<file path="config.mk">
export PLATFORM = sky130hd
export DESIGN_NAME = key_pulse_debouncer_flat
export DESIGN_NICKNAME = d
export VERILOG_FILES = /design/src/rtl/key_pulse_debouncer_if.sv /design/src/rtl/key_pulse_debouncer.sv /design/src/flat_wrapper.sv
export SDC_FILE = /design/constraint.sdc
export NUM_CORES = 1
export LEC_CHECK = 0
export ABC_AREA = 1
export BUFFER_PORTS_ARGS = -buffer_cell sky130_fd_sc_hd__buf_2
export CORE_MARGIN = 1
export CORE_UTILIZATION = 40
export CTS_CLUSTER_DIAMETER = 100
export DETAILED_ROUTE_END_ITERATION = 12
export SYNTH_ARGS = -nofsm -noshare
export SYNTH_HDL_FRONTEND = slang
export SYNTH_SLANG_ARGS = --single-unit
</file>
<file path="constraint.sdc">
create_clock -name clk -period 1.8 [get_ports clk]
set_clock_uncertainty 0.15 [all_clocks]
set_input_delay 0.27 -clock clk [delete_from_list [all_inputs] [get_ports clk]]
set_output_delay 0.27 -clock clk [all_outputs]
set_load 0.1 [all_outputs]
</file>
<file path="src/rtl/key_pulse_debouncer_if.sv">
// Key/strobe bundle between the raw pushbuttons, key_pulse_debouncer and four_bit_counter.
// slave  : the debouncer (takes raw keys, drives strobes and debounced levels)
// master : the key source / observer side
interface key_pulse_debouncer_if;
  logic key_up_n;  // raw up button, active-low, asynchronous
  logic key_dn_n;  // raw down button, active-low, asynchronous
  logic count;     // one-cycle strobe per accepted up press
  logic deCount;   // one-cycle strobe per accepted down press
  logic up_held;   // debounced up level, 1 = pressed
  logic dn_held;   // debounced down level, 1 = pressed

  modport slave (
    input  key_up_n,
    input  key_dn_n,
    output count,
    output deCount,
    output up_held,
    output dn_held
  );

  modport master (
    output key_up_n,
    output key_dn_n,
    input  count,
    input  deCount,
    input  up_held,
    input  dn_held
  );
endinterface

</file>
<file path="src/rtl/key_pulse_debouncer.sv">
// key_pulse_debouncer: two raw active-low pushbuttons -> clean single-cycle count/deCount
// strobes plus debounced held levels. Per key: 2-flop synchronizer, debounce FSM,
// registered press-edge strobe. Simultaneous up/down strobes cancel each other.
// Optional feature macro: AUTO_REPEAT_EN (adds a per-key auto-repeat strobe generator
// and the REPEAT_DELAY / REPEAT_PERIOD parameters; REPEAT_PERIOD must not exceed
// REPEAT_DELAY). Default build (macro undefined): one strobe per accepted press.
module key_pulse_debouncer #(
  parameter int unsigned DEBOUNCE_CYCLES = 500000
`ifdef AUTO_REPEAT_EN
  ,
  parameter int unsigned REPEAT_DELAY  = 25000000,
  parameter int unsigned REPEAT_PERIOD = 5000000
`endif
) (
  input logic                  clk,
  input logic                  reset,   // asynchronous, active-low
  key_pulse_debouncer_if.slave bus
);

  localparam int unsigned CW = $clog2(DEBOUNCE_CYCLES + 1);
  localparam logic [CW-1:0] CNT_LAST = CW'(DEBOUNCE_CYCLES - 1);
  localparam logic [CW-1:0] CNT_ZERO = CW'(0);
  localparam logic [CW-1:0] CNT_ONE  = CW'(1);

  localparam logic [1:0] S_RELEASED     = 2'd0;
  localparam logic [1:0] S_PRESS_PEND   = 2'd1;
  localparam logic [1:0] S_PRESSED      = 2'd2;
  localparam logic [1:0] S_RELEASE_PEND = 2'd3;

`ifdef AUTO_REPEAT_EN
  localparam int unsigned RW = $clog2(REPEAT_DELAY + 1);
  localparam logic [RW-1:0] REP_FIRE   = RW'(REPEAT_DELAY);
  // After a repeat tick the counter restarts so that it reaches REP_FIRE again
  // exactly REPEAT_PERIOD cycles later.
  localparam logic [RW-1:0] REP_RELOAD = RW'(REPEAT_DELAY - REPEAT_PERIOD + 1);
`endif

  // Index 0 = up key, index 1 = down key.
  logic [1:0] w_raw_n;
  logic [1:0] w_held;
  logic [1:0] w_req;

  assign w_raw_n = {bus.key_dn_n, bus.key_up_n};

  for (genvar k = 0; k < 2; k++) begin : g_key
    logic          r_sync1;
    logic          r_sync2;
    logic [1:0]    r_state;
    logic [1:0]    w_state_nxt;
    logic [CW-1:0] r_cnt;
    logic [CW-1:0] w_cnt_nxt;
    logic          r_held;
    logic          w_held_nxt;
    logic          r_held_d;
    logic          w_rise;

    // Two-flop synchronizer; resets to the released (high) level.
    always_ff @(posedge clk or negedge reset) begin
      if (!reset) begin
        r_sync1 <= 1'b1;
        r_sync2 <= 1'b1;
      end else begin
        r_sync1 <= w_raw_n[k];
        r_sync2 <= r_sync1;
      end
    end

    // Debounce FSM next-state: any disagreeing sample in a PEND state restarts acceptance.
    always_comb begin
      w_state_nxt = r_state;
      w_cnt_nxt   = r_cnt;
      w_held_nxt  = r_held;
      case (r_state)
        S_RELEASED: begin
          if (!r_sync2) begin
            w_state_nxt = S_PRESS_PEND;
            w_cnt_nxt   = CNT_ONE;
          end else begin
            w_cnt_nxt   = CNT_ZERO;
          end
        end
        S_PRESS_PEND: begin
          if (r_sync2) begin
            w_state_nxt = S_RELEASED;
            w_cnt_nxt   = CNT_ZERO;
          end else if (r_cnt == CNT_LAST) begin
            w_state_nxt = S_PRESSED;
            w_cnt_nxt   = CNT_ZERO;
            w_held_nxt  = 1'b1;
          end else begin
            w_cnt_nxt   = r_cnt + CNT_ONE;
          end
        end
        S_PRESSED: begin
          if (r_sync2) begin
            w_state_nxt = S_RELEASE_PEND;
            w_cnt_nxt   = CNT_ONE;
          end else begin
            w_cnt_nxt   = CNT_ZERO;
          end
        end
        S_RELEASE_PEND: begin
          if (!r_sync2) begin
            w_state_nxt = S_PRESSED;
            w_cnt_nxt   = CNT_ZERO;
          end else if (r_cnt == CNT_LAST) begin
            w_state_nxt = S_RELEASED;
            w_cnt_nxt   = CNT_ZERO;
            w_held_nxt  = 1'b0;
          end else begin
            w_cnt_nxt   = r_cnt + CNT_ONE;
          end
        end
        default: begin
          w_state_nxt = S_RELEASED;
          w_cnt_nxt   = CNT_ZERO;
          w_held_nxt  = 1'b0;
        end
      endcase
    end

    // Debounce FSM state, counter, held level and its one-cycle-delayed copy.
    always_ff @(posedge clk or negedge reset) begin
      if (!reset) begin
        r_state  <= S_RELEASED;
        r_cnt    <= CNT_ZERO;
        r_held   <= 1'b0;
        r_held_d <= 1'b0;
      end else begin
        r_state  <= w_state_nxt;
        r_cnt    <= w_cnt_nxt;
        r_held   <= w_held_nxt;
        r_held_d <= r_held;
      end
    end

    assign w_rise    = r_held & ~r_held_d;
    assign w_held[k] = r_held;

`ifdef AUTO_REPEAT_EN
    logic [RW-1:0] r_rep_cnt;
    logic          w_tick;

    assign w_tick = r_held & (r_rep_cnt == REP_FIRE);

    // Repeat counter: runs while the debounced level is held, cleared once released.
    always_ff @(posedge clk or negedge reset) begin
      if (!reset) begin
        r_rep_cnt <= {RW{1'b0}};
      end else if (!r_held) begin
        r_rep_cnt <= {RW{1'b0}};
      end else if (w_tick) begin
        r_rep_cnt <= REP_RELOAD;
      end else begin
        r_rep_cnt <= r_rep_cnt + RW'(1);
      end
    end

    assign w_req[k] = w_rise | w_tick;
`else
    assign w_req[k] = w_rise;
`endif
  end

  assign bus.up_held = w_held[0];
  assign bus.dn_held = w_held[1];

  // Registered strobes; coincident up/down requests are both dropped.
  always_ff @(posedge clk or negedge reset) begin
    if (!reset) begin
      bus.count   <= 1'b0;
      bus.deCount <= 1'b0;
    end else begin
      bus.count   <= w_req[0] & ~w_req[1];
      bus.deCount <= w_req[1] & ~w_req[0];
    end
  end

endmodule

</file>
<file path="src/flat_wrapper.sv">
// flat-port wrapper written by rule: the top's interface ports become plain ports
module key_pulse_debouncer_flat 
#(
  parameter int unsigned DEBOUNCE_CYCLES = 500000

)
  (clk, reset, bus_key_up_n, bus_key_dn_n, bus_count, bus_deCount, bus_up_held, bus_dn_held);
  key_pulse_debouncer_if bus_i ();
  input logic clk;
  input logic reset;
  input wire logic [$bits(bus_i.key_up_n)-1:0] bus_key_up_n;
  input wire logic [$bits(bus_i.key_dn_n)-1:0] bus_key_dn_n;
  output wire logic [$bits(bus_i.count)-1:0] bus_count;
  output wire logic [$bits(bus_i.deCount)-1:0] bus_deCount;
  output wire logic [$bits(bus_i.up_held)-1:0] bus_up_held;
  output wire logic [$bits(bus_i.dn_held)-1:0] bus_dn_held;
  assign bus_i.key_up_n = bus_key_up_n;
  assign bus_i.key_dn_n = bus_key_dn_n;
  assign bus_count = bus_i.count;
  assign bus_deCount = bus_i.deCount;
  assign bus_up_held = bus_i.up_held;
  assign bus_dn_held = bus_i.dn_held;
  key_pulse_debouncer #(.DEBOUNCE_CYCLES(DEBOUNCE_CYCLES)) u_core (.clk(clk), .reset(reset), .bus(bus_i));
endmodule
</file>
==> impl.org <==
** Cells and area
- Signed area change from the synthesized netlist to the final layout :: 12.2%
- The number of antenna diodes in the final layout is 0.
- Registers take 0.00131 mm².
- The multi-input combinational cells in the finished layout cover a total of 0.00121 mm².
- Number of filler cells placed in the layout :: 621
- Core occupancy in the finished layout :: 0.467
- Of the cells placed in the final design, the portion with a size suffix greater than 1 is 0.149.
- Final nets :: 347

** Route
- Once detail routing completed, the nets flagged for antenna violations numbered 0.
- The routed layout has 1,977 vias.
- The detailed router finished its first iteration with 44 violations.
- Wire length reported by the detailed router :: 4780 µm
- Avg WL per Cell :: 11.4 µm
- DR vias/cell :: 4.72
- The pre-antenna-repair detailed-routing pass consisted of 4 iterations.
- DRC :: 0

** Floorplan
- Die outline height :: 83.3 µm
- Site row count :: 29
- Die Area :: 0.00694 mm²
- The initial utilization of the core area, before any placement, comes to 0.416.
- I/O pin total :: 8
- In this run the horizontal extent of the chip is 83.3 µm.
- Core Box Area :: 0.00635 mm²

** Clock tree
- No sink is reached through more buffers than the 2 on the longest clock path.
- Number of buffers inserted during clock tree synthesis :: 5
- CTS clk-pin slew, worst paths :: 0.09 ns
- The clock reaches the later pin of the worst-skew pair after 0.30 ns.
- TritonCTS built the clock tree.
- The cell sitting at the root of the clock tree is a clkbuf_8.
- Clock H-tree levels :: 2
- TritonCTS Sinks :: 52

** Synth
- Warnings from Yosys :: 0
- Number of enable-type register cells in the synthesized netlist :: 0
- Of the synthesized area, sequential elements account for 0.494.
- Cells taking the most area after synthesis :: dfrtp_1 (45%), nand2_1 (11%), nor2_1 (9.4%)
- Synthesis produced a netlist whose cell count is 320.
- The mapped netlist covers 0.00264 mm².
- Cell with the most instances after synthesis :: nand2_1
- Counting distinct cell types in the post-synthesis netlist gives 29.
- For this run, asynchronously set or reset flops after synthesis account for 1.00.
- Counting flops and latches in the post-synthesis netlist gives 52.
- Mean cell area of the mapped netlist :: 8.26 µm²
- Cell type with the highest aggregate area in the netlist :: dfrtp_1
- The share of synthesized area in the top cell type comes to 0.455.
- Synthesis produced a netlist with a net count of 326.
- The most used flip-flop cell after synthesis is dfrtp_1.
- Commonest cells post-synth :: nand2_1 (74), nor2_1 (66), dfrtp_1 (48)

** Flow run
- Max-cap violations :: 0

** GRT
- The number of antenna violations at the first check in global routing came to 0.
- After global routing the overflow that remains totals 0.
- The number of global-route vias before repair is 2,020.
- Global-route wire length before repair :: 8750 µm
- GR Layer Usage met2 :: 0.282
- Most congested layer reported by global routing :: met2
- Entering global routing, the biggest net connects 38 pins.
- Overall routing resource usage :: 0.155
- For this run, global-route usage on met1 was measured as 0.185.
- Met3 usage in global routing :: 0.0298

** Setup path
- Worst Setup Start Kind :: flop
- Largest driver fanout on the critical path :: 9
- Arrival time worst endpoint :: 1.72 ns
- CP Class :: reg -> reg
- Crit path required time :: 1.84 ns
- STA classifies the critical path endpoint as a flop.

** Hold path
- Class of the tightest hold or removal check :: reg -> reg

** STA
- Subtracting the final worst setup slack from the clock period gives 1.68 ns.
- Final setup fails :: 0
- Setup repair after global routing left no endpoint under its margin.
- Max Fclk :: 596 MHz
- Tightest slew margin relative to the limit :: 0.679
- Setup_tns :: 0 ns
- The total count of max-transition violations in the final report came to 0.
- At the pin with the least slew margin, the transition time is 0.485 ns.
- Count of final hold-check violations :: 0
- Share of the cycle needed by the critical path after routing :: 0.932

** Placement
- Detail Placement HPWL :: 3540 µm
- Routability cong. :: 0.850
- Count of input and output buffers :: 7

** Power
- Largest voltage drop on the vdd net :: 526 µV
- Dividing total power by cell area gives a power density of 706 mW/mm².
- In this run the static leakage power is 1.24 nW.
- After layout, the design draws a total of 2.09 mW.

** Status
- Run status :: finished clean
-- worst max-delay path: stages (launching register included) --
cell and delay [ns]:
dfrtp_1 0.42, ha_2 0.22, nand3_2 0.15, nor2_2 0.15
nand3_2 0.14, nand2_2 0.11, buf_4 0.16, nor3_1 0.05
-- cell type report --
| class | count | area share |
|---|---|---|
| tap | 77 | 0.0325 |
| sequential | 52 | 0.441 |
| multi-input combinational | 234 | 0.409 |
| timing repair buffer | 16 | 0.0414 |
| inverter | 32 | 0.0405 |
| clock buffer | 6 | 0.0245 |
| clock inverter | 2 | 0.0118 |
-- cells in the final DEF, fill, tap and decap left out, types with 3 or more instances in the layout --
cell type	netlist	final
nand4_1	7	7
nand2_1	74	74
a21oi_1	4	4
nor2_2	8	8
nand2_2	4	4
nand3_1	14	14
buf_4	0	5
nand3_2	6	6
inv_1	32	32
dlygate4sd3_1	0	3
buf_2	0	7
nor2_4	3	4
dfrtp_1	48	48
o21bai_1	3	3
clkbuf_8	0	5
xor2_1	13	13
nor3_1	9	9
nor2_1	66	65
o21ai_0	5	5
dfstp_2	4	4
xnor2_1	6	6
-- report_power, final --
part | leakage (nW) | internal (mW) | total (mW) | switching, mW
Sequential | 0.704 | 1.19 | 1.20 | 0.0143
Clock | 0.0552 | 0.413 | 0.784 | 0.371
Combinational | 0.476 | 0.0364 | 0.105 | 0.0681
-- kinds of logic (layout without fill, tap and decap cells) --
kind of cell / count (synthesis) / count (layout) / share of synthesized area
xor gates and xnor gates: 19 / 19 / 0.0630
buffers and inverters: 34 / 56 / 0.0554
adders and majority gates: 2 / 2 / 0.00947
and+or+nand+nor: 198 / 198 / 0.344
AOI/OAI and AO/OA: 15 / 15 / 0.0336
DFF: 52 / 52 / 0.494
-- registers in the layout, indices dropped and copies added, names as in the netlist, named ones only --
| register | flops |
|---|---|
| u_core.bus.up_held | 1 |
| u_core.bus.deCount | 1 |
| u_core.g_key.r_sync1 | 2 |
| u_core.bus.dn_held | 1 |
| u_core.g_key.r_state | 2 |
| u_core.bus.count | 1 |
| u_core.g_key.r_sync2 | 2 |
| u_core.g_key.r_held_d | 2 |
| u_core.g_key.r_cnt | 38 |
-- metrics by stage --
step                setup WS (ns)  cells  cell area [µm²]  hold WS (ns)
detailed placement          0.100    407             2800        0.0748
floorplan                   0.240    320             2640        -0.176
global route             0.000708    419             2960         0.216
finish                      0.123    419             2960         0.210
global placement            0.146    407             2800        0.0705
CTS                        0.0876    418             2940         0.213
-- worst paths after layout --
kind	start	endpoint	slack, ns	cells after the start
min in group asynchronous	reset	u_core.g_key[0].r_cnt[12]	0.26	2
worst min register to register	u_core.g_key[0].r_sync1	u_core.g_key[0].r_sync2	0.21	0
max in group asynchronous	reset	u_core.g_key[1].r_sync2	0.65	3
worst min-delay path	u_core.g_key[0].r_sync1	u_core.g_key[0].r_sync2	0.21	0
worst max-delay path	u_core.g_key[0].r_cnt[0]	u_core.g_key[0].r_cnt[8]	0.12	7
worst max register to register	u_core.g_key[0].r_cnt[0]	u_core.g_key[0].r_cnt[8]	0.12	7
-- layer usage --
layer,vias up,part of all wire
li1,1044,-
met1,915,0.47
met2,11,0.50
met3,7,0.018
met4,0,0.011
met5,-,0
-- what timing repair did --
item	in CTS	in global routing
gates resized for setup	0	5
hold endpoints to repair	17	0
endpoints found under the setup margin	0	25
setup buffers	0	1
hold buffers	3	0
No activity file was read; power rests on OpenSTA's default activity.
